--- config.mk ---
export PLATFORM = sky130hd
export DESIGN_NAME = rover_drive_ctrl
export DESIGN_NICKNAME = d
export VERILOG_FILES = /design/src/rtl/rover_drive_pkg.sv /design/src/rtl/drive_channel.sv /design/src/rtl/rover_drive_ctrl.sv
export SDC_FILE = /design/constraint.sdc
export NUM_CORES = 1
export LEC_CHECK = 0
export ABC_AREA = 0
export CAP_MARGIN = 20
export CORE_ASPECT_RATIO = 0.8
export CORE_UTILIZATION = 50
export CTS_BUF_LIST = sky130_fd_sc_hd__clkbuf_4
export CTS_CLUSTER_SIZE = 24
export DETAILED_ROUTE_END_ITERATION = 10
export PLACE_DENSITY_LB_ADDON = 0.25
export SLEW_MARGIN = 20
export SYNTH_ARGS = -nofsm -noshare
export SYNTH_HDL_FRONTEND = slang
export SYNTH_SLANG_ARGS = --single-unit
--- constraint.sdc ---
create_clock -name i_clock -period 2.5 [get_ports i_clock]
set_clock_uncertainty 0.15 [all_clocks]
set_input_delay 0.375 -clock i_clock [delete_from_list [all_inputs] [get_ports i_clock]]
set_output_delay 0.375 -clock i_clock [all_outputs]
set_load 0.005 [all_outputs]
--- src/rtl/rover_drive_pkg.sv ---
// Shared types and helpers for the rover drive command stage.
package rover_drive_pkg;

    typedef enum logic [1:0] {
        RUN   = 2'd0,
        BRAKE = 2'd1,
        DEAD  = 2'd2,
        FAULT = 2'd3
    } drive_state_t;

    localparam int SPEED_W = 3;
    localparam logic [SPEED_W-1:0] SPEED_MAX = 3'd7;

    // One ramp step from cur toward tgt; never wraps past 0 or SPEED_MAX.
    function automatic logic [SPEED_W-1:0] step_toward(input logic [SPEED_W-1:0] cur,
                                                       input logic [SPEED_W-1:0] tgt);
        logic [SPEED_W-1:0] res;
        res = cur;
        if ((cur < tgt) && (cur != SPEED_MAX)) begin
            res = cur + 1'b1;
        end else if ((cur > tgt) && (cur != '0)) begin
            res = cur - 1'b1;
        end
        return res;
    endfunction

endpackage

--- src/rtl/drive_channel.sv ---
// One motor channel: speed ramp, reversal sequencing (brake, dead time, flip),
// overcurrent synchronizer and stall counter. Fault entry/exit is commanded
// by the parent through i_force_fault / i_clear_fault.
module drive_channel
    import rover_drive_pkg::*;
#(
    parameter int RAMP_TICKS   = 10_000_000,
    parameter int DEAD_TICKS   = 5_000_000,
    parameter int STALL_CYCLES = 2_000_000
) (
    input  logic               i_clock,
    input  logic               i_reset,
    input  logic [SPEED_W-1:0] i_target,
    input  logic               i_dir_cmd,
    input  logic               i_ocp,
    input  logic               i_force_fault,
    input  logic               i_clear_fault,
    output logic [SPEED_W-1:0] o_speed,
    output logic               o_hb_dir,
    output logic               o_stall_hit
);
    localparam int RAMP_W  = $clog2(RAMP_TICKS + 1);
    localparam int DEAD_W  = $clog2(DEAD_TICKS + 1);
    localparam int STALL_W = $clog2(STALL_CYCLES + 1);
    localparam logic [RAMP_W-1:0]  RAMP_LAST = RAMP_W'(RAMP_TICKS - 1);
    localparam logic [DEAD_W-1:0]  DEAD_LOAD = DEAD_W'(DEAD_TICKS);
    localparam logic [STALL_W-1:0] STALL_MAX = STALL_W'(STALL_CYCLES);
    localparam logic [STALL_W-1:0] STALL_PRE = STALL_W'(STALL_CYCLES - 1);

    drive_state_t       r_state;
    drive_state_t       w_state_next;
    logic [SPEED_W-1:0] r_speed;
    logic [SPEED_W-1:0] w_speed_next;
    logic               r_hb_dir;
    logic               w_hb_dir_next;
    logic [DEAD_W-1:0]  r_dead_cnt;
    logic [DEAD_W-1:0]  w_dead_next;
    logic [RAMP_W-1:0]  r_ramp_cnt;
    logic [STALL_W-1:0] r_stall_cnt;
    logic               r_ocp_meta;
    logic               r_ocp_sync;
    logic               w_tick;
    logic               w_dir_change;
    logic               w_dead_done;
    logic               w_ocp_active;

    assign w_tick       = (r_ramp_cnt == RAMP_LAST);
    assign w_dir_change = (i_dir_cmd != r_hb_dir);
    assign w_dead_done  = (r_dead_cnt <= DEAD_W'(1));
    // Overcurrent only counts while the motor is actually driven.
    assign w_ocp_active = r_ocp_sync && (r_speed != '0);
    assign o_stall_hit  = w_ocp_active && (r_stall_cnt == STALL_PRE);
    assign o_speed      = r_speed;
    assign o_hb_dir     = r_hb_dir;

    // Ramp tick counter, ocp synchronizer and saturating stall counter.
    always_ff @(posedge i_clock) begin
        if (i_reset) begin
            r_ramp_cnt  <= '0;
            r_ocp_meta  <= 1'b0;
            r_ocp_sync  <= 1'b0;
            r_stall_cnt <= '0;
        end else begin
            r_ramp_cnt <= w_tick ? '0 : r_ramp_cnt + 1'b1;
            r_ocp_meta <= i_ocp;
            r_ocp_sync <= r_ocp_meta;
            if (!w_ocp_active) begin
                r_stall_cnt <= '0;
            end else if (r_stall_cnt != STALL_MAX) begin
                r_stall_cnt <= r_stall_cnt + 1'b1;
            end
        end
    end

    // State register together with the registered speed/direction outputs.
    always_ff @(posedge i_clock) begin
        if (i_reset) begin
            r_state    <= RUN;
            r_speed    <= '0;
            r_hb_dir   <= 1'b0;
            r_dead_cnt <= '0;
        end else begin
            r_state    <= w_state_next;
            r_speed    <= w_speed_next;
            r_hb_dir   <= w_hb_dir_next;
            r_dead_cnt <= w_dead_next;
        end
    end

    // Next-state logic; clear beats force so the exit cycle wins over the held fault.
    always_comb begin
        w_state_next = r_state;
        if (i_clear_fault) begin
            w_state_next = RUN;
        end else if (i_force_fault) begin
            w_state_next = FAULT;
        end else begin
            case (r_state)
                RUN:     if (w_dir_change) w_state_next = BRAKE;
                BRAKE: begin
                    if (!w_dir_change)         w_state_next = RUN;
                    else if (r_speed == '0)    w_state_next = DEAD;
                end
                DEAD:    if (w_dead_done) w_state_next = RUN;
                FAULT:   w_state_next = FAULT;
                default: w_state_next = RUN;
            endcase
        end
    end

    // Datapath for the next speed, applied direction and dead-time counter.
    always_comb begin
        w_speed_next  = r_speed;
        w_hb_dir_next = r_hb_dir;
        w_dead_next   = r_dead_cnt;
        if (i_clear_fault || i_force_fault) begin
            w_speed_next = '0;
        end else begin
            case (r_state)
                RUN: begin
                    if (!w_dir_change && w_tick) w_speed_next = step_toward(r_speed, i_target);
                end
                BRAKE: begin
                    if (w_dir_change && (r_speed == '0)) begin
                        w_dead_next = DEAD_LOAD;
                    end else if (w_dir_change && w_tick) begin
                        w_speed_next = r_speed - 1'b1;
                    end
                end
                DEAD: begin
                    // DEAD lasts DEAD_TICKS cycles; a request that went back to
                    // the applied direction simply leaves it unchanged.
                    if (w_dead_done) w_hb_dir_next = i_dir_cmd;
                    else             w_dead_next   = r_dead_cnt - 1'b1;
                end
                default: w_speed_next = '0;
            endcase
        end
    end

endmodule

--- src/rtl/rover_drive_ctrl.sv ---
// Rover drive command stage: two ramped channels plus the shared stall fault.
// A stall on either channel stops both motors. Build option STALL_LATCH_EN
// makes the fault sticky until reset (no cooldown counter); without it the
// fault auto-clears after the cooldown once both targets are zero.
module rover_drive_ctrl
    import rover_drive_pkg::*;
#(
    parameter int RAMP_TICKS     = 10_000_000,
    parameter int DEAD_TICKS     = 5_000_000,
    parameter int STALL_CYCLES   = 2_000_000,
    parameter int COOLDOWN_TICKS = 100_000_000
) (
    input  logic               i_clock,
    input  logic               i_reset,
    input  logic [SPEED_W-1:0] i_target_left,
    input  logic [SPEED_W-1:0] i_target_right,
    input  logic               i_dir_left,
    input  logic               i_dir_right,
    input  logic               i_ocp_left,
    input  logic               i_ocp_right,
    output logic [SPEED_W-1:0] o_speed_left,
    output logic [SPEED_W-1:0] o_speed_right,
    output logic               o_hb_dir_left,
    output logic               o_hb_dir_right,
    output logic               o_fault_left,
    output logic               o_fault_right,
    output logic               o_fault
);
    logic [SPEED_W-1:0] w_target [2];
    logic [SPEED_W-1:0] w_speed  [2];
    logic [1:0]         w_dir_cmd;
    logic [1:0]         w_ocp;
    logic [1:0]         w_hb_dir;
    logic [1:0]         w_stall_hit;
    logic               r_fault_left;
    logic               r_fault_right;
    logic               r_fault;
    logic               w_fault_left_next;
    logic               w_fault_right_next;
    logic               w_clear;

    assign w_target[0] = i_target_left;
    assign w_target[1] = i_target_right;
    assign w_dir_cmd   = {i_dir_right, i_dir_left};
    assign w_ocp       = {i_ocp_right, i_ocp_left};

    genvar gi;
    generate
        for (gi = 0; gi < 2; gi++) begin : g_ch
            drive_channel #(
                .RAMP_TICKS   (RAMP_TICKS),
                .DEAD_TICKS   (DEAD_TICKS),
                .STALL_CYCLES (STALL_CYCLES)
            ) u_channel (
                .i_clock       (i_clock),
                .i_reset       (i_reset),
                .i_target      (w_target[gi]),
                .i_dir_cmd     (w_dir_cmd[gi]),
                .i_ocp         (w_ocp[gi]),
                .i_force_fault (r_fault),
                .i_clear_fault (w_clear),
                .o_speed       (w_speed[gi]),
                .o_hb_dir      (w_hb_dir[gi]),
                .o_stall_hit   (w_stall_hit[gi])
            );
        end
    endgenerate

`ifdef STALL_LATCH_EN
    assign w_clear = 1'b0;
`else
    localparam int COOL_W = $clog2(COOLDOWN_TICKS + 1);
    localparam logic [COOL_W-1:0] COOL_MAX = COOL_W'(COOLDOWN_TICKS);
    logic [COOL_W-1:0] r_cool_cnt;

    // Cooldown runs from fault entry and saturates; idle at zero otherwise.
    always_ff @(posedge i_clock) begin
        if (i_reset || !r_fault) begin
            r_cool_cnt <= '0;
        end else if (r_cool_cnt != COOL_MAX) begin
            r_cool_cnt <= r_cool_cnt + 1'b1;
        end
    end

    assign w_clear = r_fault && (r_cool_cnt >= COOL_MAX)
                     && (i_target_left == '0) && (i_target_right == '0);
`endif

    assign w_fault_left_next  = w_clear ? 1'b0 : (r_fault_left  | w_stall_hit[0]);
    assign w_fault_right_next = w_clear ? 1'b0 : (r_fault_right | w_stall_hit[1]);

    // Sticky per-channel stall flags and their registered OR.
    always_ff @(posedge i_clock) begin
        if (i_reset) begin
            r_fault_left  <= 1'b0;
            r_fault_right <= 1'b0;
            r_fault       <= 1'b0;
        end else begin
            r_fault_left  <= w_fault_left_next;
            r_fault_right <= w_fault_right_next;
            r_fault       <= w_fault_left_next | w_fault_right_next;
        end
    end

    assign o_speed_left   = w_speed[0];
    assign o_speed_right  = w_speed[1];
    assign o_hb_dir_left  = w_hb_dir[0];
    assign o_hb_dir_right = w_hb_dir[1];
    assign o_fault_left   = r_fault_left;
    assign o_fault_right  = r_fault_right;
    assign o_fault        = r_fault;

endmodule

Word level (Yosys, flattened, before mapping)
Cells that the tools add are included.
Operators by class
  add/subtract/negate cells: 11
  multiply operators: 0
  div/mod/pow operators: 0
  $lt $le $gt $ge: 7
  equal/unequal tests: 35
  shift operators: 0
  mux-type cells: 32
  bitwise logic cells: 8
  reduce and logical (&&, ||, !) cells: 46
Operators by type and width (number)
  $mux W23: 4
  $pmux W23 S2: 2
  $add A24 B1 Y24 const B: 2
  $eq A24 B24 Y1 const B: 2
  $le A23 B1 Y1 const B: 2
  $sub A23 B1 Y23 const B: 2
  $add A21 B1 Y21 const B: 2
  $eq A21 B21 Y1 const B: 2
  $ne A21 B21 Y1 const B: 2
  $mux W3: 10
  $add A27 B1 Y27 const B: 1
  $ge A27 B27 Y1 const B: 1
  $ne A27 B27 Y1 const B: 1
  $mux W2: 10
  $pmux W3 S3: 2
  $logic_and A1 B1 Y1: 17
  $pmux W2 S4: 2
  $logic_not A3 Y1: 4
  $ne A2 B1 Y1 const B: 6
  $ne A3 B2 Y1 const B: 4
  $reduce_and A3 Y1: 4
  $reduce_or A2 Y1: 6
  $reduce_and A5 Y1: 2
  $eq A2 B2 Y1 const B: 4
  other kinds (19): 45
Word-level totals
  register bits: 182
  latch bits: 0
  bits in writable memories: 0
  ROM bits: 0
  output and inout port bits: 11
  word-level logic and storage cells: 159
  memories: 0

Longest topological paths before layout
Gate-level depths: netlist of run 1.
  word-level depth: 7
  depth in mapped cells: 10
  depth with buffers taken out: 8

Hierarchy
From an unflattened synthesis of run 1, not the netlist that was laid out.
Second synthesis, totals
  cell total of the unflattened synthesis: 1072
  area, all modules: 9216.3 um2
By module, submodules not included
  drive_channel (g_ch[1].u_channel): instances 1, cells an instance 447, area each 3880.0 um2
  drive_channel (g_ch[0].u_channel): instances 1, cells an instance 450, area each 3821.2 um2
  rover_drive_ctrl: instances 1, cells an instance 175, area each 1515.2 um2

Worst setup path after synthesis of run 1
Ideal clock, no wire load.
  path kind: reg2reg
  from: reg g_ch[0].u_channel.r_dead_cnt[16]
  to: reg g_ch[0].u_channel.r_dead_cnt[14]
  data arrival time: 2214 ps
  required time: 2218 ps
  slack: 4 ps
  cell stages (with the launch flop): 8
  clock period less this slack: 2496 ps
  path through: dfxtp_1 or4_4 or4_4 nor4_4 buf_4 nor3_1 xnor2_1 a21oi_1
On the way
  word-level cells in the longest chain between the ends: 3
RTL lines
  from (decl): line drive_channel.sv:36  | logic [DEAD_W-1:0] r_dead_cnt;
  from (signal assigned): line drive_channel.sv:86  | r_dead_cnt <= w_dead_next;
  $le A23 B1 Y1: line drive_channel.sv:49  | assign w_dead_done = (r_dead_cnt <= DEAD_W'(1));
  $ne A2 B2 Y1 (no line)
  $reduce_and A4 Y1 (no line)
Every way passes these cells.
A chain may end at the register's enable or synchronous reset.

Worst setup path in the final report of run 1
  from: reg g_ch[1].u_channel.r_dead_cnt[10]
  to: reg g_ch[1].u_channel.r_state[1]
On the way
  word-level cells in the longest chain between the ends: 3
RTL lines
  from (decl): line drive_channel.sv:36
  from (signal assigned): line drive_channel.sv:86
  $le A23 B1 Y1: line drive_channel.sv:49
  $ne A3 B2 Y1 (no line)
  $reduce_and A3 Y1 (no line)
  to (signal assigned): line drive_channel.sv:83  | r_state <= w_state_next;
  to (decl): line drive_channel.sv:30  | drive_state_t r_state;
Every way passes these cells.

==> flow_metrics.py, run 1 <==
metrics = {
    "status": {
        "outcome": "completed",
    },
    "logic_synthesis": {
        "syn_nets": 1083,
        "synth-edff-count": 0,
        "synth-seq-area-share_pct": 41.0,
        "synthTopCellsByCount": "dfxtp_1 (182), nor2_1 (179), xor2_1 (80)",
        "netlist_instances": 1035,
        "synth_top_area_cell": "dfxtp_1",
        "synth_cell_types": 60,
        "synth-seq-cells": 182,
        "synth_area_um2": 8890,
        "syn_avg_cell_area_um2": 8.59,
        "yosys-top-cells-area": "dfxtp_1 (41%), xor2_1 (7.9%), nor2_1 (7.6%)",
        "synth_top_area_share_pct": 41.0,
        "yosysMostFrequentCell": "dfxtp_1",
        "async_reset_ff_share_pct": 0,
        "ys_warn_count": 0,
        "ys.flop_type": "dfxtp_1",
    },
    "cts": {
        "cts.reportedPaths.clkPinSlew_ns": 0.15,
        "cts-root-buf": "clkbuf_4",
        "numClockSinks": 182,
        "clkLatencyLatePin_ns": 0.58,
        "cts_tree": "done",
        "holdBufCountCts": 0,
        "cts_buffer_depth": 2,
        "numCtsBuffers": 17,
        "htree_levels": 4,
    },
    "place": {
        "place_congestion": 0.821,
        "dpl-instance-area_um2": 9790,
        "numPlacedInstances": 1323,
        "hpwl_um": 12600,
        "post-place-ws_ns": -0.208,
        "numPortBuffers": 22,
    },
    "timing": {
        "hold_violations": 0,
        "post-route-period-util_pct": 96.8,
        "finalCriticalPeriod_ns": 2.42,
        "layout_setup_ws_ns": 0.0790,
        "fmax_mhz": 413,
        "finalSetupViolCount": 0,
        "final_max_slew_viol_count": 0,
        "rsz0062_at_grt": "yes",
        "worst_slew_pin_slew_ns": 0.640,
        "relSlewSlack_pct": 56.9,
    },
    "power_and_ir_drop": {
        "finalPower_mw": 7.76,
        "leakagePower_nw": 3.64,
        "vdd_ir_drop_max_v": 0.000405,
        "p_per_area_nw_per_um2": 761,
    },
    "floorplan": {
        "rows": 43,
        "fp.dieArea_um2": 18300,
        "dieWidth_um": 151,
        "core_um2": 17400,
        "io_pins": 23,
        "start_util_pct": 51.1,
        "die_h_um": 121,
    },
    "grt": {
        "grt_max_degree": 28,
        "grt_pass1_vias": 6383,
        "grt_usage_pct": 19.9,
        "grt_pass1_wl_um": 29300,
        "antenna_found_initial": 0,
        "overflow": 0,
    },
    "drt": {
        "ant_nets": 0,
        "drt_pass1_iterations": 5,
        "wl_per_cell_um": 13.0,
        "dr_total_vias": 7194,
        "routed_wl_um": 17600,
        "drt-initial-drc-count": 284,
        "drc": 0,
        "vias_per_cell": 5.30,
    },
    "setup_path": {
        "critPathArrivalTime_ns": 2.75,
        "critPathKind": "flop to flop",
        "start_kind": "flop",
        "cp_max_fo": 2,
        "end_kind": "flop",
        "required_ns": 2.83,
    },
    "cells_and_area": {
        "antenna_cells": 0,
        "drive_gt1_share_pct": 11.9,
        "layout.cells.non_filler": 1357,
        "nNetsFinal": 1167,
        "area_growth_pct": 14.8,
        "multiInputGateArea_um2": 5080,
        "regArea_um2": 3650,
        "nFillCells": 1549,
        "fin_area_um2": 10200,
    },
    "hold_path": {
        "hp-class": "input pin to flop",
    },
    "flow_run": {
        "drv_cap": 0,
    },
}
[report_power, final]
group | internal [mW] | total [mW] | switching (mW) | leakage (nW)
Combinational | 1.24 | 2.57 | 1.33 | 2.00
Sequential | 3.16 | 3.39 | 0.238 | 1.48
Clock | 0.723 | 1.80 | 1.08 | 0.165
[timing repair]
action / 4_1_cts / 5_1_grt
hold endpoints to repair: 0 / 0
resized for setup: 0 / 18
setup buffers: 0 / 2
pin swaps: 1 / 4
setup endpoints to repair: 8 / 25
[cell type report]
cell class	instances	share of cell area, %
Clock buffer	17	1.25
Clock inverter	15	1.89
Inverter	38	1.40
Multi-Input combinational cell	791	49.8
Sequential cell	182	35.7
Tap cell	225	2.76
Timing Repair Buffer	89	7.16
[critical path, stage by stage, from the launching register on]
cell and delay [ns]:
dfxtp_2 0.35, or4_4 0.55, nor4b_4 0.33, nand2_2 0.10, a221o_1 0.37, mux2_4 0.31, o21a_1 0.16
[path summary, 6_finish.rpt]
check                                   startpoint                           end  slack [ns]  cells past startpoint
setup reg to reg  g_ch[1].u_channel.r_dead_cnt[10]  g_ch[1].u_channel.r_state[1]        0.08                      6
hold reg to reg       g_ch[1].u_channel.r_ocp_meta  g_ch[1].u_channel.r_ocp_sync        0.31                      1
setup / recovery  g_ch[1].u_channel.r_dead_cnt[10]  g_ch[1].u_channel.r_state[1]        0.08                      6
hold / removal                         i_ocp_right  g_ch[1].u_channel.r_ocp_meta        0.21                      2
[state kept, by name, indices dropped and copies added (netlist names)]
name and flops:
g_ch.u_channel.r_ramp_cnt 48, g_ch.u_channel.r_dead_cnt 46, r_cool_cnt 27, o_fault_left 1, g_ch.u_channel.r_ocp_sync 2, g_ch.u_channel.r_stall_cnt 42
g_ch.u_channel.r_state 4, o_fault_right 1, g_ch.u_channel.o_speed 6, g_ch.u_channel.r_ocp_meta 2, o_fault 1, g_ch.u_channel.o_hb_dir 2
[cells by family after synthesis]
kind of cell | count (synthesis) | share of synthesized area [%]
simple gates | 509 | 29.5
flops | 182 | 41.0
buf+inv | 62 | 2.70
fa+ha+maj | 36 | 5.07
mux | 9 | 1.04
xor+xnor | 138 | 13.6
compound gates | 99 | 7.07
[per-layer routing]
| layer | global-route usage (%) | up-vias | routed length, um |
|---|---|---|---|
| li1 | - | 3780 | - |
| met5 | 0 | - | 0 |
| met3 | 4.17 | 12 | 514 |
| met4 | 5.25 | 0 | 191 |
| met1 | 28.4 | 3321 | 9340 |
| met2 | 30.4 | 81 | 7560 |
[cell usage in the layout (no fill, tap or decap), drive strengths merged, types with 16 or more instances in the layout]
| master | Yosys | final |
|---|---|---|
| dfxtp | 182 | 182 |
| nor2 | 179 | 179 |
| xor2 | 80 | 80 |
| buf | 4 | 67 |
| nand2 | 65 | 65 |
| xnor2 | 58 | 58 |
| nand3 | 56 | 56 |
| inv | 38 | 45 |
| ha | 36 | 36 |
| a21oi | 33 | 33 |
| nand4 | 33 | 33 |
| nor3 | 33 | 33 |
| nor4 | 30 | 30 |
| clkdlybuf4s50 | 0 | 22 |
| or3 | 21 | 21 |
| clkbuf | 20 | 17 |
| a31oi | 16 | 16 |
[per-stage QoR]
| step | util, % | TNS (ns) | hold WS (ns) |
|---|---|---|---|
| 2_1_floorplan | - | 0 | 0.264 |
| 3_3_place_gp | 56.3 | -0.669 | 0.273 |
| 3_5_place_dp | 56.3 | -1.67 | 0.276 |
| 4_1_cts | 58.2 | 0 | 0.168 |
| 5_1_grt | 58.7 | -0.109 | 0.164 |
| 6_report | 58.7 | 0 | 0.208 |
Power figures use the tool's default switching activity.
==> inputs of run 2 (changes only) <==
--- a/config.mk
+++ b/config.mk
@@ -6,6 +6,7 @@
 export NUM_CORES = 1
 export LEC_CHECK = 0
 export ABC_AREA = 0
+export ABC_CLOCK_PERIOD_IN_PS = 2500
 export CAP_MARGIN = 20
 export CORE_ASPECT_RATIO = 0.8
 export CORE_UTILIZATION = 50
==> results of run 2 <==
No change in the layout: final DEF, timing and power equal those of run 1.
